[config.mk]
export PLATFORM = sky130hd
export DESIGN_NAME = exu_csrfile
export DESIGN_NICKNAME = d
export VERILOG_FILES = /design/src/rtl/exu_csrfile.sv
export SDC_FILE = /design/constraint.sdc
export NUM_CORES = 1
export LEC_CHECK = 0
export BUFFER_PORTS_ARGS = -buffer_cell sky130_fd_sc_hd__buf_2
export CAP_MARGIN = 10
export CORE_ASPECT_RATIO = 1.75
export CORE_MARGIN = 4
export CORE_UTILIZATION = 30
export DETAILED_ROUTE_END_ITERATION = 10
export PLACE_DENSITY = 0.57
export SYNTH_ARGS = -nofsm -noshare
export SYNTH_HDL_FRONTEND = slang
export SYNTH_SLANG_ARGS = --single-unit
export TNS_END_PERCENT = 30
[constraint.sdc]
create_clock -name clk -period 3.8 [get_ports clk]
set_input_delay 0.95 -clock clk [delete_from_list [all_inputs] [get_ports clk]]
set_output_delay 0.95 -clock clk [all_outputs]
set_load 0.05 [all_outputs]
[src/rtl/exu_csrfile.sv]
// Machine-mode CSR file: combinational reads, edge-committed writes, trap state,
// 64-bit cycle/instret counters and interrupt request generation.
module exu_csrfile #(
    parameter logic [31:0] HARTID    = 32'h0,
    parameter logic [31:0] MTVEC_RST = 32'h0000_0000
) (
    input  logic        clk,
    input  logic        rst_n,
    input  logic        csr_ren,
    input  logic        csr_wen,
    input  logic [11:0] csr_idx,
    input  logic [31:0] csr_wdat,
    output logic [31:0] csr_rdat,
    output logic        csr_ill,
    input  logic        instret_inc,
    input  logic        trap_val,
    input  logic [31:0] trap_cause,
    input  logic [31:0] trap_pc,
    input  logic [31:0] trap_tval,
    input  logic        mret_val,
    input  logic        irq_sw,
    input  logic        irq_tmr,
    input  logic        irq_ext,
    output logic [31:0] o_mtvec,
    output logic [31:0] o_mepc,
    output logic        o_irq_req,
    output logic [31:0] o_irq_cause
);

    // Interrupt bit vectors are packed as {ext, tmr, sw}.
    logic        mie_q, mie_d, mpie_q, mpie_d;
    logic [2:0]  ie_q, ie_d, ip_q;
    logic [29:0] mtvec_q, mtvec_d, mepc_q, mepc_d;
    logic [31:0] mscratch_q, mscratch_d, mcause_q, mcause_d, mtval_q, mtval_d;
    logic [63:0] mcycle_q, mcycle_d, minstret_q, minstret_d;
    logic [31:0] rd_val;
    logic        impl;
    logic [2:0]  pend;

    always_comb begin
        rd_val = '0;
        impl   = 1'b1;
        case (csr_idx)
            12'h300: rd_val = {19'b0, 2'b11, 3'b0, mpie_q, 3'b0, mie_q, 3'b0};
            12'h301: rd_val = 32'h4000_0100;
            12'h304: rd_val = {20'b0, ie_q[2], 3'b0, ie_q[1], 3'b0, ie_q[0], 3'b0};
            12'h305: rd_val = {mtvec_q, 2'b00};
            12'h340: rd_val = mscratch_q;
            12'h341: rd_val = {mepc_q, 2'b00};
            12'h342: rd_val = mcause_q;
            12'h343: rd_val = mtval_q;
            12'h344: rd_val = {20'b0, ip_q[2], 3'b0, ip_q[1], 3'b0, ip_q[0], 3'b0};
            12'hB00, 12'hC00: rd_val = mcycle_q[31:0];
            12'hB80, 12'hC80: rd_val = mcycle_q[63:32];
            12'hB02, 12'hC02: rd_val = minstret_q[31:0];
            12'hB82, 12'hC82: rd_val = minstret_q[63:32];
            12'hF11, 12'hF12, 12'hF13: rd_val = '0;
            12'hF14: rd_val = HARTID;
            default: impl = 1'b0;
        endcase
    end

    assign csr_rdat = csr_ren ? rd_val : '0;
    assign csr_ill  = (csr_ren | csr_wen) & ~impl;

    always_comb begin
        mie_d      = mie_q;
        mpie_d     = mpie_q;
        ie_d       = ie_q;
        mtvec_d    = mtvec_q;
        mscratch_d = mscratch_q;
        mepc_d     = mepc_q;
        mcause_d   = mcause_q;
        mtval_d    = mtval_q;
        mcycle_d   = mcycle_q + 64'd1;
        minstret_d = minstret_q + {63'b0, instret_inc};

        if (csr_wen) begin
            case (csr_idx)
                12'h300: begin
                    mie_d  = csr_wdat[3];
                    mpie_d = csr_wdat[7];
                end
                12'h304: ie_d       = {csr_wdat[11], csr_wdat[7], csr_wdat[3]};
                12'h305: mtvec_d    = csr_wdat[31:2];
                12'h340: mscratch_d = csr_wdat;
                12'h341: mepc_d     = csr_wdat[31:2];
                12'h342: mcause_d   = csr_wdat;
                12'h343: mtval_d    = csr_wdat;
                12'hB00: mcycle_d   = {mcycle_q[63:32], csr_wdat};
                12'hB80: mcycle_d   = {csr_wdat, mcycle_q[31:0]};
                12'hB02: minstret_d = {minstret_q[63:32], csr_wdat};
                12'hB82: minstret_d = {csr_wdat, minstret_q[31:0]};
                default: ;
            endcase
        end

        // Trap and mret take precedence over a same-cycle CSR write.
        if (trap_val) begin
            mepc_d   = trap_pc[31:2];
            mcause_d = trap_cause;
            mtval_d  = trap_tval;
            mpie_d   = mie_q;
            mie_d    = 1'b0;
        end else if (mret_val) begin
            mie_d  = mpie_q;
            mpie_d = 1'b1;
        end
    end

    always_ff @(posedge clk or negedge rst_n) begin
        if (!rst_n) begin
            mie_q      <= 1'b0;
            mpie_q     <= 1'b0;
            ie_q       <= '0;
            ip_q       <= '0;
            mtvec_q    <= MTVEC_RST[31:2];
            mscratch_q <= '0;
            mepc_q     <= '0;
            mcause_q   <= '0;
            mtval_q    <= '0;
            mcycle_q   <= '0;
            minstret_q <= '0;
        end else begin
            mie_q      <= mie_d;
            mpie_q     <= mpie_d;
            ie_q       <= ie_d;
            ip_q       <= {irq_ext, irq_tmr, irq_sw};
            mtvec_q    <= mtvec_d;
            mscratch_q <= mscratch_d;
            mepc_q     <= mepc_d;
            mcause_q   <= mcause_d;
            mtval_q    <= mtval_d;
            mcycle_q   <= mcycle_d;
            minstret_q <= minstret_d;
        end
    end

    assign pend        = ip_q & ie_q;
    assign o_irq_req   = mie_q & (|pend);
    assign o_irq_cause = pend[2] ? 32'h8000_000B :
                         pend[0] ? 32'h8000_0003 :
                         pend[1] ? 32'h8000_0007 : 32'h0;
    assign o_mtvec     = {mtvec_q, 2'b00};
    assign o_mepc      = {mepc_q, 2'b00};

endmodule

==> impl_metrics.ini <==
[setup_path]
crit_family = buffers and inverters
path_depth = 11
worstPathRequired_ns = 2.85
criticalPathCategory = primary input to output port
critPathMaxStageDelay_ns = 0.57
worst_setup_path_start_kind = primary input
path_buf_inv = 5
worstPathCellList = buf_8, or4_4, buf_6, a211oi_4, o21ai_2, o2111ai_4, nand2_4, buf_12, buf_12, a21oi_4, buf_12
r2r_cells = 8
r2r_slack_ns = 0.79
worstSetupEndpointType = output port
critPathSlowestCell = or4_4
r2r-end = minstret_q[39]
rr_startpoint = minstret_q[10]
path_max_fanout = 10
critical_path_arrival_ns = 3.08
cp_common_cell = buf_12

[timing]
period_needed_ns = 4.027
finalHoldViolCount = 0
tightest_slew_ns = 0.9272
drv_slew = 0
fmax_mhz = 248.4
setup_viol = 32
worst_slack_ns = -0.2265
hold_ws_ns = 0.3222
finalCritPeriodShare = 1.060
rsz0062_at_grt = yes
skew_ns = 0.01440
slew_headroom = 0.3762

[drt]
dr.pass1.iters = 7
vias = 18860
drt-total-wl_mm = 89.38
antenna_left = 0
drt-initial-drc-count = 1392
drc = 0
vias_per_cell = 6.038
post_drt_wl_per_cell_um = 28.61

[yosys]
synth-edff-count = 0
synth-main-ff-cell = dfrtp_1
ys_warn_count = 0
ys_seq_area_frac = 0.4036
async_reset_ff_frac = 1.000
synth-seq-cells = 292
syn_inst = 2006
post_synth.cell_area_avg_um2 = 9.025
syn_area_um2 = 18100
synth_cell_type_count = 79

[clock_tree]
clkSinkCount = 292
clk_pin_slew_ns = 0.06
cts-root-buf = clkbuf_16
clk_path_buf_depth = 3
hold_buffers = 0
numCtsBuffers = 30
clk_latency_ns = 0.61
cts.htree.levels = 1
cts_tree = done

[floorplanning]
core-area_um2 = 59500
die_y_um = 333.0
die_area_um2 = 64500
placement_rows = 118
die_x_um = 193.7
num_io_pins = 280
start_util = 0.3043

[power]
power_mw = 7.843
p_leak_nw = 10.27
ir_drop_v = 0.0003727
p_per_area_nw_per_um2 = 332.7

[hold_path]
hold_class = primary input to async pin

[run]
cap_violations = 0

[finish]
syn_to_final_growth_pct = 30.20
layout.nets = 2474
layout_commonest_cell = dfrtp_1
layout.cells.non_filler = 3124
drive_gt1_frac = 0.2958
final_cell_mix = dfrtp_1, nand2_1, buf_2, buf_4, o21ai_0

[global_routing]
grt_pass1_vias = 19070
grt_remaining_overflow = 0
grt_start_max_net_pins = 93
grt_pass1_wl_mm = 130.4
grt_use_total = 0.2657
antenna_found_initial = 2

[place]
gp_congestion = 1.017
portBuffers = 246
hpwl_mm = 67.81
dp.cells = 3056

[outcome]
violations = negative setup slack
status = complete, but fails checks
## routing by layer
layer / GRT usage / vias up / wire, µm / part of all wire
met4: 0.1627 / 0 / 6993 / 0.078
met1: 0.3069 / 9366 / 32400 / 0.36
met2: 0.4640 / 1044 / 43720 / 0.49
li1: - / 8133 / - / -
met3: 0.03727 / 320 / 6269 / 0.070
met5: 0 / - / 0 / 0
## area by class of cell
type / count / area [µm²]
Sequential cell: 292 / 7307
Clock buffer: 42 / 847.1
Inverter: 25 / 93.84
Fill cell: 5944 / 35930
Antenna cell: 1 / 2.502
Timing Repair Buffer: 469 / 3765
Clock inverter: 12 / 153.9
Multi-Input combinational cell: 1503 / 10430
Tap cell: 780 / 975.9
## Yosys cell counts, types with 4 or more instances
cell type	instances	area, µm²
dfrtp_1	292	7307
and2_1	12	75.07
and3_1	25	156.4
o22ai_1	21	131.4
nand2b_1	8	50.05
buf_1	4	15.01
mux4_2	25	563.0
nor4_1	18	112.6
buf_4	35	262.8
nand2_1	244	915.9
buf_6	4	45.04
inv_1	25	93.84
a32oi_1	15	131.4
o211ai_1	28	210.2
nor2_1	96	360.4
o311ai_0	29	254.0
a211oi_1	5	37.54
a22oi_1	74	555.5
buf_2	42	210.2
or2_2	5	31.28
xnor2_1	4	35.03
nor3_1	44	220.2
a21oi_1	81	405.4
a221oi_1	27	236.5
clkbuf_1	131	491.7
mux2_2	71	799.5
mux2i_1	116	1161
and4_1	16	140.1
nand4_1	48	300.3
xor2_1	4	35.03
or3_1	15	93.84
nand3_1	127	635.6
o21ai_1	7	35.03
a221o_1	7	70.07
a31oi_1	34	212.7
or4_1	18	135.1
a22o_1	7	61.31
o21ai_0	168	840.8
o31a_1	4	35.03
## worst max-delay path by stage
stage,from,endpoint,slack (ns)
6_report,csr_idx[5],csr_rdat[26],-0.23
5_1_grt,csr_idx[5],csr_rdat[26],-0.25
4_1_cts,csr_idx[6],csr_rdat[28],-0.26
3_5_place_dp,csr_idx[6],csr_rdat[22],-0.50
3_3_place_gp,csr_idx[6],csr_rdat[22],-0.47
2_1_floorplan,csr_idx[7],csr_ill,-0.26
## power by group
group          internal, mW  switching, mW  total [mW]  leakage (nW)
Combinational         0.388          0.731        1.12          6.16
Sequential             3.29          0.260        3.55          3.63
Clock                  1.76           1.41        3.17         0.481
Total                  5.44           2.40        7.84          10.3
## state kept, by name (all words and copies together), names as in the netlist, 3 cells and up
register    count
mcycle_q       64
minstret_q     64
mcause_q       32
mscratch_q     32
mtval_q        32
mepc_q         30
mtvec_q        30
ie_q            3
ip_q            3
## metrics by stage
stage / instance area, µm² / setup WS, ns / setup TNS, ns / util
2_1_floorplan: 18680 / -0.2638 / -4.047 / -
3_3_place_gp: 22120 / -0.4669 / -9.785 / 0.3718
3_5_place_dp: 22120 / -0.4963 / -10.42 / 0.3718
4_1_cts: 23400 / -0.2619 / -6.329 / 0.3933
5_1_grt: 23570 / -0.2512 / -6.126 / 0.3962
6_report: 23570 / -0.2265 / -5.114 / 0.3962
## what timing repair did
item	CTS	global route
gates resized for setup	40	34
pin swaps	12	10
setup buffers	10	3
endpoints found under the setup margin	33	33
## cells by family after synthesis
| logic type | count (synthesis) | share of synthesized area |
|---|---|---|
| other | 1 | 0.0002071 |
| multiplexers | 212 | 0.1394 |
| flip-flops | 292 | 0.4036 |
| AO/OA/AOI/OAI | 544 | 0.1963 |
| XOR/XNOR | 8 | 0.003870 |
| adder cells (fa/ha/maj) | 3 | 0.002073 |
| AND/OR/NAND/NOR | 705 | 0.1927 |
| buffers and inverters | 241 | 0.06178 |
## worst register-to-register path, cell delays in order, from the launching register on
cell,delay [ns]
dfrtp_1,0.63
and4_1,0.36
and3_1,0.53
nand4_1,0.16
buf_4,0.21
nor4_1,0.59
buf_4,0.22
xnor2_1,0.11
a21oi_1,0.08
Power figures use the tool's default switching activity.
